==> config.mk <==
export PLATFORM = sky130hd
export DESIGN_NAME = asyn_inter_b_mc
export DESIGN_NICKNAME = d
export VERILOG_FILES = /design/src/rtl/asyn_inter_b_mc.sv
export SDC_FILE = /design/constraint.sdc
export NUM_CORES = 1
export LEC_CHECK = 0
export ABC_AREA = 1
export CELL_PAD_IN_SITES_DETAIL_PLACEMENT = 0
export CELL_PAD_IN_SITES_GLOBAL_PLACEMENT = 1
export CORE_MARGIN = 4
export CORE_UTILIZATION = 26
export CTS_CLUSTER_SIZE = 16
export DETAILED_ROUTE_END_ITERATION = 8
export PLACE_DENSITY_LB_ADDON = 0.1
export SETUP_SLACK_MARGIN = 0.15
export SLEW_MARGIN = 20
export SYNTH_ARGS = -nofsm -noshare
export SYNTH_HDL_FRONTEND = slang
export SYNTH_SLANG_ARGS = --single-unit
==> constraint.sdc <==
create_clock -name clk_B -period 1.95 [get_ports clk_B]
set_clock_uncertainty 0.15 [all_clocks]
set_input_delay 0.39 -clock clk_B [delete_from_list [all_inputs] [get_ports clk_B]]
set_output_delay 0.39 -clock clk_B [all_outputs]
set_load 0.03 [all_outputs]
==> src/rtl/asyn_inter_b_mc.sv <==
// Multi-channel clk_B receiver: synchronises per-channel starts from clk A and runs a programmable busy countdown.
// Latency: accept NUM_SYNC_B edges after the start level is first sampled; done_B pulses max(lat_cfg,1) edges after that.
module asyn_inter_b_mc #(
  parameter int NUM_CH     = 4,
  parameter int NUM_SYNC_B = 2,
  parameter int LAT_W      = 8,
  parameter int EDGE_MODE  = 0
) (
  input  logic              clk_B,
  input  logic              rst_n_B,
  input  logic [NUM_CH-1:0] start_AtB,
  input  logic [LAT_W-1:0]  lat_cfg,
  input  logic              soft_clr,
  input  logic              err_clr,
  output logic [NUM_CH-1:0] done_B,
  output logic [NUM_CH-1:0] done_BtA,
  output logic [NUM_CH-1:0] busy_B,
  output logic [NUM_CH-1:0] err_ovl,
  output logic [NUM_CH-1:0] err_sticky
);

  typedef enum logic {IDLE, BUSY} state_t;

  // A zero latency request runs as a single-cycle countdown.
  logic [LAT_W-1:0] lat_eff;
  assign lat_eff = (lat_cfg == '0) ? LAT_W'(1) : lat_cfg;

  for (genvar i = 0; i < NUM_CH; i++) begin : g_ch
    logic [NUM_SYNC_B-1:0] sync_q;
    logic                  hist_q;
    logic                  start_b;
    state_t                state_q, state_d;
    logic [LAT_W-1:0]      cnt_q, cnt_d;
    logic                  done_q, done_d;
    logic                  dba_q, dba_d;
    logic                  ovl_q, ovl_d;
    logic                  sticky_q, sticky_d;

    // Sync chain and history survive soft_clr so a held level cannot re-trigger.
    always_ff @(posedge clk_B or negedge rst_n_B) begin
      if (!rst_n_B) begin
        sync_q <= '0;
        hist_q <= 1'b0;
      end else begin
        sync_q <= {sync_q[NUM_SYNC_B-2:0], start_AtB[i]};
        hist_q <= sync_q[NUM_SYNC_B-1];
      end
    end

    if (EDGE_MODE == 0) begin : g_level
      assign start_b = sync_q[NUM_SYNC_B-1] & ~hist_q;
    end else begin : g_toggle
      assign start_b = sync_q[NUM_SYNC_B-1] ^ hist_q;
    end

    always_ff @(posedge clk_B or negedge rst_n_B) begin
      if (!rst_n_B) begin
        state_q  <= IDLE;
        cnt_q    <= '0;
        done_q   <= 1'b0;
        dba_q    <= 1'b0;
        ovl_q    <= 1'b0;
        sticky_q <= 1'b0;
      end else begin
        state_q  <= state_d;
        cnt_q    <= cnt_d;
        done_q   <= done_d;
        dba_q    <= dba_d;
        ovl_q    <= ovl_d;
        sticky_q <= sticky_d;
      end
    end

    always_comb begin
      state_d  = state_q;
      cnt_d    = cnt_q;
      done_d   = 1'b0;
      dba_d    = dba_q;
      ovl_d    = 1'b0;
      sticky_d = err_clr ? 1'b0 : sticky_q;
      case (state_q)
        IDLE: begin
          if (start_b) begin
            state_d = BUSY;
            cnt_d   = lat_eff;
            if (EDGE_MODE == 0) dba_d = 1'b0;
          end
        end
        BUSY: begin
          // A start while counting is flagged and dropped; the count is untouched.
          if (start_b) begin
            ovl_d    = 1'b1;
            sticky_d = 1'b1;
          end
          if (cnt_q > LAT_W'(1)) begin
            cnt_d = cnt_q - LAT_W'(1);
          end else begin
            state_d = IDLE;
            cnt_d   = '0;
            done_d  = 1'b1;
            dba_d   = (EDGE_MODE != 0) ? ~dba_q : 1'b1;
          end
        end
        default: state_d = IDLE;
      endcase
      if (soft_clr) begin
        state_d  = IDLE;
        cnt_d    = '0;
        done_d   = 1'b0;
        dba_d    = 1'b0;
        ovl_d    = 1'b0;
        sticky_d = 1'b0;
      end
    end

    assign done_B[i]     = done_q;
    assign done_BtA[i]   = dba_q;
    assign busy_B[i]     = (state_q == BUSY);
    assign err_ovl[i]    = ovl_q;
    assign err_sticky[i] = sticky_q;
  end

endmodule

==> results.ini, run 1 <==
[run_status]
status=complete, no violations

[synth]
netlist_top_cells_area=sky130_fd_sc_hd__dfrtp_1, sky130_fd_sc_hd__nand2_1, sky130_fd_sc_hd__inv_1
netlist.area_leader.share_pct=43.5
mappedNetlistNets=537
synth_cell_types=23
ys_top_cells_by_count=sky130_fd_sc_hd__nand2_1, sky130_fd_sc_hd__inv_1, sky130_fd_sc_hd__dfrtp_1
yosysMostFrequentCell=sky130_fd_sc_hd__nand2_1
synth_top_flop_cell=sky130_fd_sc_hd__dfrtp_1
sequential_to_total_area_share_from_yosys_stat_pct=43.5
synth_largest_area_cell=sky130_fd_sc_hd__dfrtp_1
asyncSetResetFlopFracSynth_pct=100
synth-edff-count=0
synthesis.yosys.warnings=0
post_synth_inst_count=513
avgSynthCellArea_um2=7.18
ys_seq_elements=64
synthesis.area_um2=3680

[finish]
design_area_um2=4620
layout-area-overhead-vs-synth_pct=25.5
count_of_nets_after_finishing=585
n_antenna_cell=0
layout_cells_sized_above_1_pct=12.7

[sta]
finalHoldViolCount=0
fmax_mhz=581
timing_worst_slew_pin_value_ns=0.373
setup-tns-final_ns=0
finalMaxSlewViolations=0
timing.final.crit_period_ns=1.72
setup_viol_count_final=0
layout_worst_path_cycle_share_pct=88.3
slew_headroom_pct=75.1
grt_setup_unrepaired=yes

[floorplanning]
core.rowCount=43
core_um2=13900
die-width_um=127
dieHeight_um=127
start_util_pct=26.5
design.portCount=36
fp.dieArea_um2=16100

[detailed_routing]
num_vias=3179
routed_wirelength_mm=10.2
wl_per_cell_um=13.7
ant_nets=0
drt_pre_antenna_iters=4
remaining_drc_errors=0
routed_via_density=4.26
drt_first_iter_violations=193

[clock_network]
ctsHtreeMaxLevel=3
numCtsBuffers=9
clk_pin_slew_ns=0.06
cts-root-buf=sky130_fd_sc_hd__clkbuf_16
clock_tree_from_tritoncts=done
numClockSinks=64
ctsLongestPathBuffers=2
worst_skew_pair.late_latency_ns=0.35

[power]
vdd_ir_drop_max_mv=0.447
power_frac_comb_pct=23.7
switching_share_pct=31.4
power_density_relative_to_cell_area_nw_per_um2=994
seq_power_share_pct=34.0
cellInternalPower_uw=3150
p_leak_uw=0.00239
pwr-share-clk_pct=42.3
power_switching_uw=1440

[grt]
grt_pass1_vias=3175
grt_antenna_before_repair=0
grt_max_degree=65
grt.total_usage_pct=13.6
wire_length_of_the_first_global_routing_pass_mm=17.0
grt_overflow=0

[critical_path]
kind_of_critical_path=reg -> reg
critical_path.endpoint_type=flip-flop
worst_r2r_startpoint=g_ch[2].cnt_q[0]
cp.required_ns=2.08
worst_setup_start_kind=flip-flop
timing.reg2reg.setup_slack_ns=0.23
worstPathMaxFanout=5
worst_r2r_dst=g_ch[2].cnt_q[7]
critical_path.startpoint=g_ch[2].cnt_q[0]
reg2regPathDepth=9
arrival_ns=1.85
worst_setup_path_endpoint=g_ch[2].cnt_q[7]

[place]
numPortBuffers=35
gp_routability_congestion=0.741
dpl_cell_area_um2=4260
detailedPlacementHpwl_mm=7.37

[job]
drv_cap=0

[min_path]
hold_path_class=reg -> reg

## power by group through the flow
| stage | clock (uW) | combinational (uW) | sequential [uW] |
|---|---|---|---|
| after detailed placement | 0 | 1080 | 1590 |
| after global routing | 2060 | 1270 | 1580 |
| after floorplan | 0 | 755 | 1550 |
| after global placement | 0 | 1090 | 1590 |
| final | 1940 | 1090 | 1560 |
| after CTS | 2000 | 1080 | 1560 |
## timing repair
item                                   4_1_cts  5_1_grt
setup endpoints to repair                   20       12
gates cloned                                 0        0
hold buffers                                 1        0
buffers inserted                             0        3
pin swaps                                    0        2
endpoints found under the hold margin       64        0
gates resized for setup                     20        6
## layout make-up
| class | instances | area (um^2) |
|---|---|---|
| Clock buffer | 10 | 239 |
| Clock inverter | 6 | 115 |
| Fill cell | 1533 | 9260 |
| Inverter | 81 | 308 |
| Multi-Input combinational cell | 341 | 1580 |
| Sequential cell | 64 | 1600 |
| Tap cell | 180 | 225 |
| Timing Repair Buffer | 64 | 553 |
## registers in the layout, indices dropped and copies added (netlist names)
| name | cells |
|---|---|
| g_ch.hist_q | 4 |
| g_ch.cnt_q | 32 |
| g_ch.sticky_q | 4 |
| g_ch.done_q | 4 |
| g_ch.ovl_q | 4 |
| g_ch.sync_q | 8 |
| g_ch.dba_q | 4 |
| g_ch.state_q | 4 |
## worst min path at each step
| stage | from | end | slack, ns | cells past startpoint |
|---|---|---|---|---|
| floorplan | rst_n_B | g_ch[0].cnt_q[0] | -0.06 | 0 |
| global placement | g_ch[2].sync_q[0] | g_ch[2].sync_q[1] | 0.18 | 0 |
| detailed placement | g_ch[0].sync_q[0] | g_ch[0].sync_q[1] | 0.19 | 0 |
| CTS | g_ch[0].sync_q[0] | g_ch[0].sync_q[1] | 0.20 | 0 |
| global route | g_ch[0].sync_q[0] | g_ch[0].sync_q[1] | 0.21 | 0 |
| finish | g_ch[0].sync_q[0] | g_ch[0].sync_q[1] | 0.20 | 0 |
## worst max-delay path, cell delays in order, from the launching register on
cell,delay (ns)
sky130_fd_sc_hd__dfrtp_1,0.44
sky130_fd_sc_hd__inv_2,0.06
sky130_fd_sc_hd__ha_2,0.20
sky130_fd_sc_hd__or2_2,0.28
sky130_fd_sc_hd__nand4_1,0.13
sky130_fd_sc_hd__buf_4,0.15
sky130_fd_sc_hd__nand3_1,0.07
sky130_fd_sc_hd__nand2_1,0.07
sky130_fd_sc_hd__nand2_1,0.04
sky130_fd_sc_hd__nand2_1,0.06
## cell families after synthesis
| kind of cell | Yosys count | share of synthesized area (%) |
|---|---|---|
| AND/OR/NAND/NOR | 255 | 28.9 |
| buffers and inverters | 108 | 13.8 |
| AO/OA/AOI/OAI | 74 | 10.2 |
| flip-flops | 64 | 43.5 |
| adder cells (fa/ha/maj) | 8 | 2.72 |
| XOR/XNOR | 4 | 0.951 |
## routing by layer
layer / part of all wire [%] / wire [um] / track usage (%)
met3: 4.0 / 405 / 3.93
met5: 0 / 0 / 0
met2: 46 / 4690 / 21.5
met4: 1.5 / 156 / 4.04
met1: 49 / 4960 / 18.2
## stage by stage
step / setup slack (ns) / total power [uW] / util [%] / instances / hold slack, ns
global route: 0.103 / 4910 / 33.3 / 746 / 0.210
finish: 0.229 / 4590 / 33.3 / 746 / 0.198
CTS: 0.153 / 4640 / 33.1 / 743 / 0.201
detailed placement: 0.00610 / 2670 / 30.7 / 726 / 0.186
global placement: 0.0533 / 2680 / 30.7 / 726 / 0.184
floorplan: 0.427 / 2310 / - / 513 / -0.0556
## layout by cell type (no fill, tap or decap), types with 4 or more instances in the layout
cell type and instances:
sky130_fd_sc_hd__ha_1 7, sky130_fd_sc_hd__clkdlybuf4s50_1 14, sky130_fd_sc_hd__clkbuf_16 9, sky130_fd_sc_hd__buf_4 27, sky130_fd_sc_hd__inv_1 67, sky130_fd_sc_hd__dfrtp_1 64, sky130_fd_sc_hd__dlygate4sd2_1 20, sky130_fd_sc_hd__o22ai_1 5
sky130_fd_sc_hd__a21oi_1 27, sky130_fd_sc_hd__nor2_1 51, sky130_fd_sc_hd__nand2_2 6, sky130_fd_sc_hd__xor2_1 4, sky130_fd_sc_hd__o21ai_0 35, sky130_fd_sc_hd__inv_2 10, sky130_fd_sc_hd__nand4_1 4, sky130_fd_sc_hd__o21ai_1 7
sky130_fd_sc_hd__nand3_1 40, sky130_fd_sc_hd__nand2_1 146
No activity file was read; power rests on OpenSTA's default activity.
==> run 2, diff against run 1 <==
CELL_PAD_IN_SITES_DETAIL_PLACEMENT = 1   (was 0)
HOLD_SLACK_MARGIN = 0.05   (was not set)
clock period = 2.2 ns   (was 1.95 ns; I/O delays follow)
==> results.ini, run 2 (synthesis gave the netlist of run 1 again) <==
[place]
dp.cells=718  ; -1.1%
dpl_cell_area_um2=4200  ; -1.4%
gp_routability_congestion=0.782  ; +5.7%
numPortBuffers=35  ; unchanged
detailedPlacementHpwl_mm=7.98  ; +8.3%

[floorplanning]
core_um2=13900  ; unchanged
start_util_pct=26.5  ; unchanged
design.portCount=36  ; unchanged
dieHeight_um=127  ; unchanged
core.rowCount=43  ; unchanged
die-width_um=127  ; unchanged
fp.dieArea_um2=16100  ; unchanged

[finish]
mostFrequentLayoutCell=sky130_fd_sc_hd__nand2_1
layout_cells_sized_above_1_pct=9.75  ; -3.0 points
n_antenna_cell=0  ; unchanged
layout.cells.non_filler=734  ; -1.6%
top_regs=g_ch.cnt_q (32), g_ch.sync_q (8)
most-common-layout-cells=sky130_fd_sc_hd__nand2_1, sky130_fd_sc_hd__inv_1, sky130_fd_sc_hd__dfrtp_1
count_of_nets_after_finishing=574  ; -1.9%
max_flop_register=g_ch.cnt_q
layout-area-overhead-vs-synth_pct=22.0
design_area_um2=4500  ; -2.7%
largest_reg_flops=32  ; unchanged

[critical_path]
cp.buffers_inverters=1  ; -1
cpLargestDelayFamily=buffers and inverters
cp.required_ns=1.61  ; -0.47 ns
kind_of_critical_path=reg -> out
critical_path.endpoint_type=output port
worst_setup_start_kind=flip-flop
max_stage_delay_ns=0.68  ; +0.24 ns
worstPathMaxFanout=2  ; -3
crit_path_cell_trace=clkdlybuf4s50_1
timing.critical_path.slowest_stage_cell=sky130_fd_sc_hd__clkdlybuf4s50_1
arrival_ns=1.39  ; -0.46 ns

[detailed_routing]
remaining_drc_errors=0  ; unchanged
drt_first_iter_violations=118  ; -39%
routed_wirelength_mm=11.1  ; +8.3%
wl_per_cell_um=15.1  ; +10%
drt_pre_antenna_iters=4  ; unchanged
routed_via_density=4.43  ; +4.0%
ant_nets=0  ; unchanged
num_vias=3254  ; +2.4%

[sta]
finalMaxSlewViolations=0  ; unchanged
fmax_mhz=504
setup_viol_count_final=0  ; unchanged
setup-tns-final_ns=0  ; unchanged
finalHoldViolCount=0  ; unchanged
grt_setup_unrepaired=no
slew_headroom_pct=57.2  ; -18 points
timing.final.crit_period_ns=1.98
layout_worst_path_cycle_share_pct=90.1
timing_worst_slew_pin_value_ns=0.635  ; +0.262 ns

[power]
cellInternalPower_uw=2520  ; -20%
vdd_ir_drop_max_mv=0.375  ; -16%
power_switching_uw=1270  ; -12%
switching_share_pct=33.5  ; +2.1 points
power_frac_comb_pct=25.0  ; +1.3 points
p_leak_uw=0.00224  ; -6.2%
pwr-share-clk_pct=38.3  ; -4.0 points
seq_power_share_pct=36.7  ; +2.7 points
power_density_relative_to_cell_area_nw_per_um2=842  ; -15%

[clock_network]
worst_skew_pair.late_latency_ns=0.35  ; about the same
clock_tree_from_tritoncts=done
cts-root-buf=sky130_fd_sc_hd__clkbuf_16
numCtsBuffers=9  ; unchanged
numClockSinks=64  ; unchanged
ctsHtreeMaxLevel=3  ; unchanged
clk_pin_slew_ns=0.06  ; about the same
ctsLongestPathBuffers=2  ; unchanged
post-cts-setup-buffer-count=0  ; unchanged

[grt]
grt_max_degree=65  ; unchanged
grt.total_usage_pct=14.7  ; +1.1 points
wire_length_of_the_first_global_routing_pass_mm=18.3  ; +8.0%
grt_antenna_before_repair=0  ; unchanged
grt_overflow=0  ; unchanged
grt_pass1_vias=3418  ; +7.7%

[min_path]
hold_path_class=reg -> reg

[job]
drv_cap=0  ; unchanged

[run_status]
status=complete, no violations

[run 2: changes by cell type in the layout (fill, tap and decap cells not counted), sizes merged, moves of 2 or more]
cell,delta
dlygate4sd2,-20
clkdlybuf4s50,+19
buf,-11
bufinv,-2
clkinv,+2
[run 2: repair_timing]
action,CTS,global route
setup endpoints to repair,0,1
hold buffers,1,0
gates resized for setup,0,1
hold endpoints to repair,64,0
[run 2: per-layer routing]
layer | wire, um | global-route usage [%]
met2 | 5250 | 23.5
met4 | 147 | 4.35
met1 | 5310 | 19.3
met5 | 0 | 0
met3 | 349 | 4.26
[run 2: final timing paths]
check / from / end / slack [ns] / depth (start not counted)
hold / removal: g_ch[0].sync_q[0] / g_ch[0].sync_q[1] / 0.19 / 0
setup / recovery: g_ch[2].sticky_q / err_sticky[2] / 0.22 / 1
min in group asynchronous: rst_n_B / g_ch[0].ovl_q / 0.50 / 3
max in group asynchronous: rst_n_B / g_ch[2].dba_q / 1.10 / 3
hold reg to reg: g_ch[0].sync_q[0] / g_ch[0].sync_q[1] / 0.19 / 0
setup reg to reg: g_ch[1].cnt_q[0] / g_ch[1].cnt_q[0] / 0.39 / 10
[run 2: layout make-up]
| type | count | area (um^2) |
|---|---|---|
| fillers | 1715 | 9390 |
| flip-flops and latches | 64 | 1600 |
| multi-input cells | 341 | 1580 |
| repair buffers | 53 | 498 |
| inverters | 81 | 308 |
| clock buffers | 11 | 243 |
| well taps | 180 | 225 |
| clock inverters | 4 | 45.0 |
[run 2: per-stage QoR]
step / total power, uW / hold slack (ns) / utilization (%) / setup WS [ns]
after detailed placement: 2370 / 0.186 / 30.2 / 0.146
final: 3790 / 0.193 / 32.4 / 0.217
after global routing: 4060 / 0.202 / 32.4 / 0.162
after floorplan: 2040 / -0.00559 / - / 0.677
after global placement: 2360 / 0.183 / 30.2 / 0.197
after CTS: 3860 / 0.197 / 32.4 / 0.169
[run 2: power by group through the flow]
| stage | clock (uW) | combinational [uW] | sequential, uW |
|---|---|---|---|
| floorplan | 0 | 670 | 1380 |
| global placement | 0 | 948 | 1410 |
| detailed placement | 0 | 962 | 1410 |
| CTS | 1500 | 969 | 1390 |
| global route | 1550 | 1100 | 1410 |
| finish | 1450 | 948 | 1390 |
==> run 3, diff against run 2 <==
CORE_MARGIN = 2   (was 4)
==> results.ini, run 3 (synthesis gave the netlist of run 1 again) <==
[finish]
layout-area-overhead-vs-synth_pct=23.1
mostFrequentLayoutCell=sky130_fd_sc_hd__nand2_1
most-common-layout-cells=sky130_fd_sc_hd__nand2_1, sky130_fd_sc_hd__inv_1, sky130_fd_sc_hd__dfrtp_1
count_of_nets_after_finishing=576  ; +0.35%
largest_reg_flops=32  ; unchanged
top_regs=g_ch.cnt_q (32), g_ch.sync_q (8)
n_antenna_cell=0  ; unchanged
layout_cells_sized_above_1_pct=9.87  ; +0.13 points
max_flop_register=g_ch.cnt_q

[power]
cellInternalPower_uw=2650  ; +5.2%
power_density_relative_to_cell_area_nw_per_um2=863  ; +2.5%
seq_power_share_pct=35.7  ; -1.0 points
pwr-share-clk_pct=40.1  ; +1.8 points
p_leak_uw=0.00227  ; +1.1%
total_power_uw=3910  ; +3.4%
switching_share_pct=32.4  ; -1.2 points
vdd_ir_drop_max_mv=0.432  ; +15%
power_switching_uw=1270  ; -0.17%
power_frac_comb_pct=24.2  ; -0.8 points

[min_path]
hold_path_class=reg -> reg

[clock_network]
ctsLongestPathBuffers=2  ; unchanged
clock_tree_from_tritoncts=done
cts-root-buf=sky130_fd_sc_hd__clkbuf_16
post-cts-setup-buffer-count=0  ; unchanged
ctsHtreeMaxLevel=3  ; unchanged
numCtsBuffers=9  ; unchanged
clk_pin_slew_ns=0.05  ; about the same
numClockSinks=64  ; unchanged
worst_skew_pair.late_latency_ns=0.35  ; about the same

[critical_path]
arrival_ns=1.37  ; -0.02 ns
cp.required_ns=1.61  ; about the same
kind_of_critical_path=reg -> out
crit_path_cell_trace=clkdlybuf4s50_1
critical_path.endpoint_type=output port
cp.buffers_inverters=1  ; unchanged
timing.reg2reg.setup_slack_ns=0.41  ; +0.02 ns
max_stage_delay_ns=0.68  ; about the same
worst_setup_start_kind=flip-flop
worstPathMaxFanout=2  ; unchanged
timing.critical_path.slowest_stage_cell=sky130_fd_sc_hd__clkdlybuf4s50_1
cpLargestDelayFamily=buffers and inverters

[run_status]
status=complete, no violations

[sta]
timing.final.crit_period_ns=1.96  ; -0.0183 ns
setup_viol_count_final=0  ; unchanged
grt_setup_unrepaired=no
layout_worst_path_cycle_share_pct=89.3  ; -0.83 points
final.hold.worst_slack_ns=0.203  ; +0.0106 ns
setup-tns-final_ns=0  ; unchanged
fmax_mhz=509  ; +0.93%
slew_headroom_pct=72.6  ; +15 points
finalHoldViolCount=0  ; unchanged
timing_worst_slew_pin_value_ns=0.409  ; -0.226 ns
finalMaxSlewViolations=0  ; unchanged

[floorplanning]
die-width_um=123  ; -3.1%
core.rowCount=43  ; unchanged
start_util_pct=26.5  ; unchanged
dieHeight_um=123  ; -3.1%
core_um2=13900  ; unchanged
design.portCount=36  ; unchanged
fp.dieArea_um2=15100  ; -6.2%

[detailed_routing]
routed_via_density=4.47  ; +0.94%
remaining_drc_errors=0  ; unchanged
wl_per_cell_um=15.0  ; -0.50%
drt_pre_antenna_iters=4  ; unchanged
drt_first_iter_violations=104  ; -12%
num_vias=3298  ; +1.4%
routed_wirelength_mm=11.0  ; about the same
ant_nets=0  ; unchanged

[grt]
met3_usage_pct=4.11  ; -0.16 points
met1_layer_usage_reported_by_global_route_pct=21.9  ; +2.6 points
grt_overflow=0  ; unchanged
wire_length_of_the_first_global_routing_pass_mm=18.3  ; -0.41%
grt_antenna_before_repair=0  ; unchanged
grt_max_degree=65  ; unchanged
grt.total_usage_pct=16.2  ; +1.5 points
grt-busiest-layer=met2
groute.layer.met2.usage_pct=25.4  ; +1.8 points
grt_pass1_vias=3403  ; -0.44%

[place]
gp_routability_congestion=0.797  ; +1.8%
detailedPlacementHpwl_mm=8.09  ; +1.4%
numPortBuffers=35  ; unchanged

[job]
drv_cap=0  ; unchanged

-- run 3: cell count changes in the layout (fill, tap and decap cells not counted), sizes merged --
| cell | previous run | this run |
|---|---|---|
| buf | 18 | 20 |
| bufinv | 1 | 2 |
| clkbuf | 11 | 13 |
| clkdlybuf4s50 | 33 | 31 |
| clkinv | 7 | 5 |
| dlygate4sd2 | 0 | 2 |
-- run 3: path summary, 6_finish.rpt --
kind | from | to | cells past startpoint
setup / recovery | g_ch[1].state_q | busy_B[1] | 1
hold / removal | g_ch[2].sync_q[0] | g_ch[2].sync_q[1] | 0
setup reg to reg | g_ch[2].cnt_q[0] | g_ch[2].cnt_q[3] | 8
hold reg to reg | g_ch[2].sync_q[0] | g_ch[2].sync_q[1] | 0
max in group asynchronous | rst_n_B | g_ch[2].cnt_q[5] | 3
min in group asynchronous | rst_n_B | g_ch[0].sticky_q | 3
-- run 3: layout make-up --
type,count,area (um^2)
well taps,180,225
flip-flops and latches,64,1600
multi-input cells,341,1580
clock buffers,13,250
clock inverters,3,65.1
fillers,1713,9350
repair buffers,55,510
inverters,81,308
-- run 3: power by group through the flow --
stage          Sequential (uW)  Combinational (uW)  Clock [uW]
2_1_floorplan             1380                 670           0
3_3_place_gp              1420                 947           0
3_5_place_dp              1420                 962           0
4_1_cts                   1400                 966        1620
5_1_grt                   1420                1090        1670
6_report                  1400                 948        1570
-- run 3: what timing repair did --
item / CTS / global route
hold buffers: 1 / 0
hold endpoints to repair: 64 / 0
gates resized for setup: 2 / 2
setup endpoints to repair: 2 / 3
-- run 3: layer usage --
metal  routed length (um)  share of wire, %  up-vias
met2                 5150                47       44
met4                  157               1.4        0
met1                 5380                49     1586
li1                     -                 -     1657
met3                  361               3.3       11
met5                    0                 0        -
-- run 3: through the flow --
| step | utilization (%) | instances | cell area, um^2 | setup WS [ns] |
|---|---|---|---|---|
| after floorplan | - | 513 | 3680 | 0.677 |
| final | 32.7 | 737 | 4540 | 0.235 |
| after detailed placement | 30.3 | 720 | 4210 | 0.156 |
| after global placement | 30.3 | 720 | 4210 | 0.151 |
| after global routing | 32.7 | 737 | 4540 | 0.192 |
| after CTS | 32.7 | 737 | 4530 | 0.152 |
